## config.mk

```make
export PLATFORM = sky130hd
export DESIGN_NAME = paralelo_serial_tx_flat
export DESIGN_NICKNAME = d
export VERILOG_FILES = /design/src/rtl/paralelo_serial_tx_if.sv /design/src/rtl/paralelo_serial_tx.sv /design/src/flat_wrapper.sv
export SDC_FILE = /design/constraint.sdc
export NUM_CORES = 1
export LEC_CHECK = 0
export BUFFER_PORTS_ARGS = -buffer_cell sky130_fd_sc_hd__buf_4
export CORE_MARGIN = 8
export CORE_UTILIZATION = 40
export DETAILED_ROUTE_END_ITERATION = 12
export PLACE_DENSITY_LB_ADDON = 0.15
export SETUP_SLACK_MARGIN = 0.1
export SYNTH_ARGS = -nofsm -noshare
export SYNTH_HDL_FRONTEND = slang
export SYNTH_SLANG_ARGS = --single-unit
```

## constraint.sdc

```tcl
create_clock -name i_clk_32f -period 2.1 [get_ports i_clk_32f]
set_input_delay 0.315 -clock i_clk_32f [delete_from_list [all_inputs] [get_ports i_clk_32f]]
set_output_delay 0.315 -clock i_clk_32f [all_outputs]
set_load 0.02 [all_outputs]
```

## src/rtl/paralelo_serial_tx_if.sv

```systemverilog
// Byte-in / bit-out bundle between a byte source and the parallel-to-serial stage.
// The slave modport is the transmitter; the master modport is the source/observer.
interface paralelo_serial_tx_if;
  logic [7:0] data_in;
  logic       push_in;
  logic       data_paralelo_serial;
  logic       active_tx;
  logic       fifo_full;
  logic       fifo_empty;
  logic       overflow;
  logic       byte_strobe;

  modport master (
    output data_in,
    output push_in,
    input  data_paralelo_serial,
    input  active_tx,
    input  fifo_full,
    input  fifo_empty,
    input  overflow,
    input  byte_strobe
  );

  modport slave (
    input  data_in,
    input  push_in,
    output data_paralelo_serial,
    output active_tx,
    output fifo_full,
    output fifo_empty,
    output overflow,
    output byte_strobe
  );
endinterface

```

## src/rtl/paralelo_serial_tx.sv

```systemverilog
// Parallel-to-serial transmitter: byte FIFO, comma sync preamble after reset,
// then FIFO bytes MSB-first with comma filler whenever the FIFO is empty.
module paralelo_serial_tx #(
  parameter int         FIFO_DEPTH = 4,
  parameter int         SYNC_BC    = 4,
  parameter logic [7:0] COMMA      = 8'hBC
) (
  input  logic                 i_clk_32f,
  input  logic                 i_reset,
  paralelo_serial_tx_if.slave  if_tx
);
  localparam int PTR_W = (FIFO_DEPTH > 1) ? $clog2(FIFO_DEPTH) : 1;
  localparam int CNT_W = $clog2(FIFO_DEPTH + 1);
  localparam int SYN_W = (SYNC_BC > 0) ? $clog2(SYNC_BC + 1) : 1;
  localparam logic [CNT_W-1:0] DEPTH_C = CNT_W'(FIFO_DEPTH);
  localparam logic [SYN_W-1:0] SYNC_C  = SYN_W'(SYNC_BC);

  typedef enum logic {ST_SYNC, ST_ACTIVE} state_t;
  state_t r_state, w_state_next;

  logic [2:0]       r_bit_cnt;
  logic [7:0]       r_shreg;
  logic [SYN_W-1:0] r_sync_cnt;
  logic [7:0]       r_mem [FIFO_DEPTH];
  logic [PTR_W-1:0] r_wr_ptr;
  logic [PTR_W-1:0] r_rd_ptr;
  logic [CNT_W-1:0] r_count;
  logic [CNT_W-1:0] w_count_next;
  logic             r_full;
  logic             r_empty;
  logic             r_overflow;
  logic             r_serial;
  logic             r_strobe;

  logic       w_load;
  logic       w_push_ok;
  logic       w_pop;
  logic       w_sync_inc;
  logic [7:0] w_byte;

  assign w_load    = (r_bit_cnt == 3'd0);
  assign w_push_ok = if_tx.push_in && !r_full;

  always_ff @(posedge i_clk_32f) begin
    if (!i_reset) r_state <= ST_SYNC;
    else          r_state <= w_state_next;
  end

  // The edge that completes the preamble already selects from the FIFO.
  always_comb begin
    w_state_next = r_state;
    w_byte       = COMMA;
    w_pop        = 1'b0;
    w_sync_inc   = 1'b0;
    if (w_load) begin
      if (r_state == ST_ACTIVE || r_sync_cnt == SYNC_C) begin
        w_state_next = ST_ACTIVE;
        if (!r_empty) begin
          w_byte = r_mem[r_rd_ptr];
          w_pop  = 1'b1;
        end
      end else begin
        w_sync_inc = 1'b1;
      end
    end
  end

  always_comb begin
    w_count_next = r_count;
    if (w_push_ok && !w_pop)      w_count_next = r_count + 1'b1;
    else if (!w_push_ok && w_pop) w_count_next = r_count - 1'b1;
  end

  always_ff @(posedge i_clk_32f) begin
    if (!i_reset) begin
      r_bit_cnt  <= 3'd0;
      r_shreg    <= 8'd0;
      r_sync_cnt <= '0;
      r_wr_ptr   <= '0;
      r_rd_ptr   <= '0;
      r_count    <= '0;
      r_full     <= 1'b0;
      r_empty    <= 1'b1;
      r_overflow <= 1'b0;
      r_serial   <= 1'b0;
      r_strobe   <= 1'b0;
    end else begin
      r_bit_cnt <= r_bit_cnt + 3'd1;
      if (w_sync_inc) r_sync_cnt <= r_sync_cnt + 1'b1;
      if (w_load) begin
        r_shreg  <= w_byte;
        r_serial <= w_byte[7];
        r_strobe <= 1'b1;
      end else begin
        r_serial <= r_shreg[3'd7 - r_bit_cnt];
        r_strobe <= 1'b0;
      end
      if (w_push_ok) r_wr_ptr <= r_wr_ptr + 1'b1;
      if (w_pop)     r_rd_ptr <= r_rd_ptr + 1'b1;
      r_count <= w_count_next;
      r_full  <= (w_count_next == DEPTH_C);
      r_empty <= (w_count_next == '0);
      // Judged on the pre-edge full flag, so a same-edge pop does not rescue it.
      if (if_tx.push_in && r_full) r_overflow <= 1'b1;
    end
  end

  always_ff @(posedge i_clk_32f) begin
    if (w_push_ok) r_mem[r_wr_ptr] <= if_tx.data_in;
  end

  assign if_tx.data_paralelo_serial = r_serial;
  assign if_tx.active_tx            = (r_state == ST_ACTIVE);
  assign if_tx.fifo_full            = r_full;
  assign if_tx.fifo_empty           = r_empty;
  assign if_tx.overflow             = r_overflow;
  assign if_tx.byte_strobe          = r_strobe;
endmodule

```

## src/flat_wrapper.sv

```systemverilog
// flat-port wrapper written by rule: the top's interface ports become plain ports
module paralelo_serial_tx_flat 
#(
  parameter int         FIFO_DEPTH = 4,
  parameter int         SYNC_BC    = 4,
  parameter logic [7:0] COMMA      = 8'hBC
)
  (i_clk_32f, i_reset, if_tx_data_in, if_tx_push_in, if_tx_data_paralelo_serial, if_tx_active_tx, if_tx_fifo_full, if_tx_fifo_empty, if_tx_overflow, if_tx_byte_strobe);
  paralelo_serial_tx_if if_tx_i ();
  input  logic i_clk_32f;
  input  logic i_reset;
  input wire logic [$bits(if_tx_i.data_in)-1:0] if_tx_data_in;
  input wire logic [$bits(if_tx_i.push_in)-1:0] if_tx_push_in;
  output wire logic [$bits(if_tx_i.data_paralelo_serial)-1:0] if_tx_data_paralelo_serial;
  output wire logic [$bits(if_tx_i.active_tx)-1:0] if_tx_active_tx;
  output wire logic [$bits(if_tx_i.fifo_full)-1:0] if_tx_fifo_full;
  output wire logic [$bits(if_tx_i.fifo_empty)-1:0] if_tx_fifo_empty;
  output wire logic [$bits(if_tx_i.overflow)-1:0] if_tx_overflow;
  output wire logic [$bits(if_tx_i.byte_strobe)-1:0] if_tx_byte_strobe;
  assign if_tx_i.data_in = if_tx_data_in;
  assign if_tx_i.push_in = if_tx_push_in;
  assign if_tx_data_paralelo_serial = if_tx_i.data_paralelo_serial;
  assign if_tx_active_tx = if_tx_i.active_tx;
  assign if_tx_fifo_full = if_tx_i.fifo_full;
  assign if_tx_fifo_empty = if_tx_i.fifo_empty;
  assign if_tx_overflow = if_tx_i.overflow;
  assign if_tx_byte_strobe = if_tx_i.byte_strobe;
  paralelo_serial_tx #(.FIFO_DEPTH(FIFO_DEPTH), .SYNC_BC(SYNC_BC), .COMMA(COMMA)) u_core (.i_clk_32f(i_clk_32f), .i_reset(i_reset), .if_tx(if_tx_i));
endmodule
```

==> results.toml <==
[pwr]
power_frac_seq_pct = 48.7
power.density_nw_per_um2 = 951.8
pwr-share-comb_pct = 10.1
p_switching_mw = 0.6793
leakagePower_nw = 1.066
irDropWorstVdd_mv = 0.6835
p_sw_share_pct = 24.10
intPower_mw = 2.140
p_clk_share_pct = 41.2

[drt]
antenna_left = 0
via_per_inst = 5.032
drc = 0
firstDrtPassIters = 4
wl_per_cell_microns = 16.02
wl_mm = 4.518
drt_iter0_markers = 87
vias = 1419

[timing]
slew_headroom_pct = 68.17
fin_tns_setup_ps = 0
finalCritPeriodShare_pct = 88.95
timing.fmax_ghz = 0.5354
finalCriticalPeriod_ps = 1868
skew_ps = 9.661
hold_ws_ps = 176.9
rsz0062_at_grt = "false"
worstMarginPinSlew_ps = 475.7
setup_slack_ps = 232.1
timing.final.hold_violations = 0
setup_viol = 0
maxSlewViolCount = 0

[logic_synthesis]
ys_types = 37
syn_inst = 175
ys.flop_type = "edfxtp_1"
synth_area_leaders = "edfxtp_1 (38%), dfxtp_1 (23%), mux4_2 (9.0%)"
synth_area_sq_um = 2509
synth_common_cells = "edfxtp_1 (32), dfxtp_1 (29), and2_1 (13)"
ys_ff_latch = 61
synth_edf_count = 32
synth_top_cell_area_share_pct = 38.30
async_flop_share_pct = 0
ys_seq_area_share_pct = 61.45
syn_nets = 196
yosys.area.top_type = "edfxtp_1"
yosysMostFrequentCell = "edfxtp_1"
syn_avg_cell_area_sq_um = 14.34
yosys_warnings = 0

[worst_setup_path]
cp_top_family = "simple AND/OR/NAND/NOR gates"
cp.depth = 7
slowest_delay_ps = 430
worstPathRequired_ps = 2370
crit_fanout = 5
critPathKind = "reg -> reg"
crit_chain = "inv_1 -> ha_1 -> or3b_4 -> o21ai_2 -> a2bb2oi_2 -> mux2i_2 -> nor2b_1"
start_kind = "flop"
slowest_stage = "or3b_4"
reg2reg_depth = 7
worst_setup_path_end_kind = "flop"
arrival_ps = 2140
worst-path-buf-inv = 1

[placement]
place_hpwl_mm = 3.073
place_ws_ps = 198.8
gp_congestion = 0.6901
dp.cells = 265
io_buffers = 16

[global_routing]
grt_max_degree = 29
grt_pass1_vias = 1528
grt_pass1_wl_mm = 7.548
grt_use_total_pct = 11.46
antenna_found_initial = 0
gr-total-overflow = 0

[clock_tree]
cts_made_buffers = 9
path_clk_slew_ps = 70
cts_buffer_depth = 2
clk_latency_ps = 340
cts.sinks = 61
cts_tree = "yes"
htree_levels = 3
cts_root_buf = "clkbuf_8"
cts_hold_buf = 0

[floorplanning]
fp.dieH_microns = 95.20
core-area_sq_um = 6205
start_util_pct = 40.43
fp.dieArea_sq_um = 9062
io_pins = 17
row_count = 29
die_w_microns = 95.20

[hold_path]
hold_class = "in -> reg"
min_path_cells = 1

[final_layout]
area_growth_pct = 18.05
layout.cells.non_filler = 282
drive_gt1_share_pct = 28.78
antenna_cells = 0
fin_nets = 221

[run]
drv_cap = 0

[run_status]
status = "complete, no violations"
## final timing paths
kind	start	slack, ps	endpoint
worst min-delay path	if_tx_data_in[0]	180	u_core.r_mem[0][0]$_DFFE_PP_
worst min register to register	u_core.if_tx.overflow$_SDFFE_PN0P_	500	u_core.if_tx.overflow$_SDFFE_PN0P_
worst max register to register	u_core.r_bit_cnt[0]$_SDFF_PN0_	230	u_core.if_tx.fifo_full$_SDFF_PN0_
worst max-delay path	u_core.r_bit_cnt[0]$_SDFF_PN0_	230	u_core.if_tx.fifo_full$_SDFF_PN0_
## placed cells by master, fill, tap and decap left out, types with 6 or more instances in the layout
| master | n |
|---|---|
| and2_1 | 13 |
| xnor2_1 | 6 |
| clkbuf_8 | 9 |
| mux4_2 | 10 |
| ha_1 | 10 |
| dfxtp_1 | 29 |
| buf_4 | 22 |
| nand2_1 | 6 |
| edfxtp_1 | 32 |
| inv_1 | 10 |
| nor2b_1 | 9 |
## metal layers
metal,share of wire [%],wire [microns],track usage (%),vias to the layer above
met3,4.9,221,3.543,10
met2,49,2223,18.35,37
met5,0,0,0,-
met1,44,1978,13.17,693
li1,-,-,-,679
met4,2.1,95,7.022,0
## repair_timing
action / 4_1_cts / 5_1_grt
resized for setup: 0 / 2
endpoints found under the setup margin: 0 / 2
endpoints found under the hold margin: 0 / 0
buffers inserted: 0 / 1
## cell type report
class / count / area (sq um)
clock buffers: 9 / 123.9
clock inverters: 7 / 100.1
fillers: 534 / 3243
inverters: 10 / 37.54
multi-input cells: 96 / 897.1
flip-flops and latches: 61 / 1541
well taps: 77 / 96.34
repair buffers: 22 / 165.2
## kinds of logic (layout without fill, tap and decap cells)
| kind of cell | count (synthesis) | count (layout) | synth area share, % |
|---|---|---|---|
| AO/OA/AOI/OAI | 22 | 22 | 7.282 |
| XOR/XNOR | 8 | 8 | 2.793 |
| adder cells (fa/ha/maj) | 10 | 10 | 4.988 |
| buffers and inverters | 18 | 48 | 3.042 |
| flip-flops | 61 | 61 | 61.45 |
| multiplexers | 11 | 11 | 9.526 |
| AND/OR/NAND/NOR | 45 | 45 | 10.92 |
## flip-flops by register name, summed over array words and instances (netlist names), named ones only
name and cells:
u_core.if_tx.byte_strobe 1, u_core.if_tx.active_tx 1, u_core.if_tx.overflow 1, u_core.r_sync_cnt 3, u_core.r_count 3, u_core.r_wr_ptr 2, u_core.r_bit_cnt 3, u_core.r_mem 32
u_core.if_tx.fifo_empty 1, u_core.r_rd_ptr 2, u_core.if_tx.fifo_full 1, u_core.if_tx.data_paralelo_serial 1, u_core.r_shreg 8
## power groups by stage
stage / clock (mW) / combinational, mW / sequential (mW)
3_3_place_gp: 0 / 0.274 / 1.40
3_5_place_dp: 0 / 0.287 / 1.40
4_1_cts: 1.19 / 0.289 / 1.37
2_1_floorplan: 0 / 0.191 / 1.40
6_report: 1.16 / 0.285 / 1.37
5_1_grt: 1.26 / 0.320 / 1.38
## worst reg2reg max path, stage by stage (launching register included)
cell and delay (ps):
dfxtp_1 370, inv_1 80, ha_1 170, or3b_4 430
o21ai_2 160, a2bb2oi_2 170, mux2i_2 280, nor2b_1 150
## through the flow
| stage | util [%] | power, mW | area, sq um |
|---|---|---|---|
| finish | 47.73 | 2.819 | 2962 |
| global route | 47.73 | 2.958 | 2962 |
| CTS | 47.51 | 2.855 | 2948 |
| detailed placement | 43.90 | 1.687 | 2724 |
| global placement | 43.90 | 1.670 | 2724 |
| floorplan | - | 1.589 | 2509 |
Note: power is estimated with default switching activity, not from simulation.
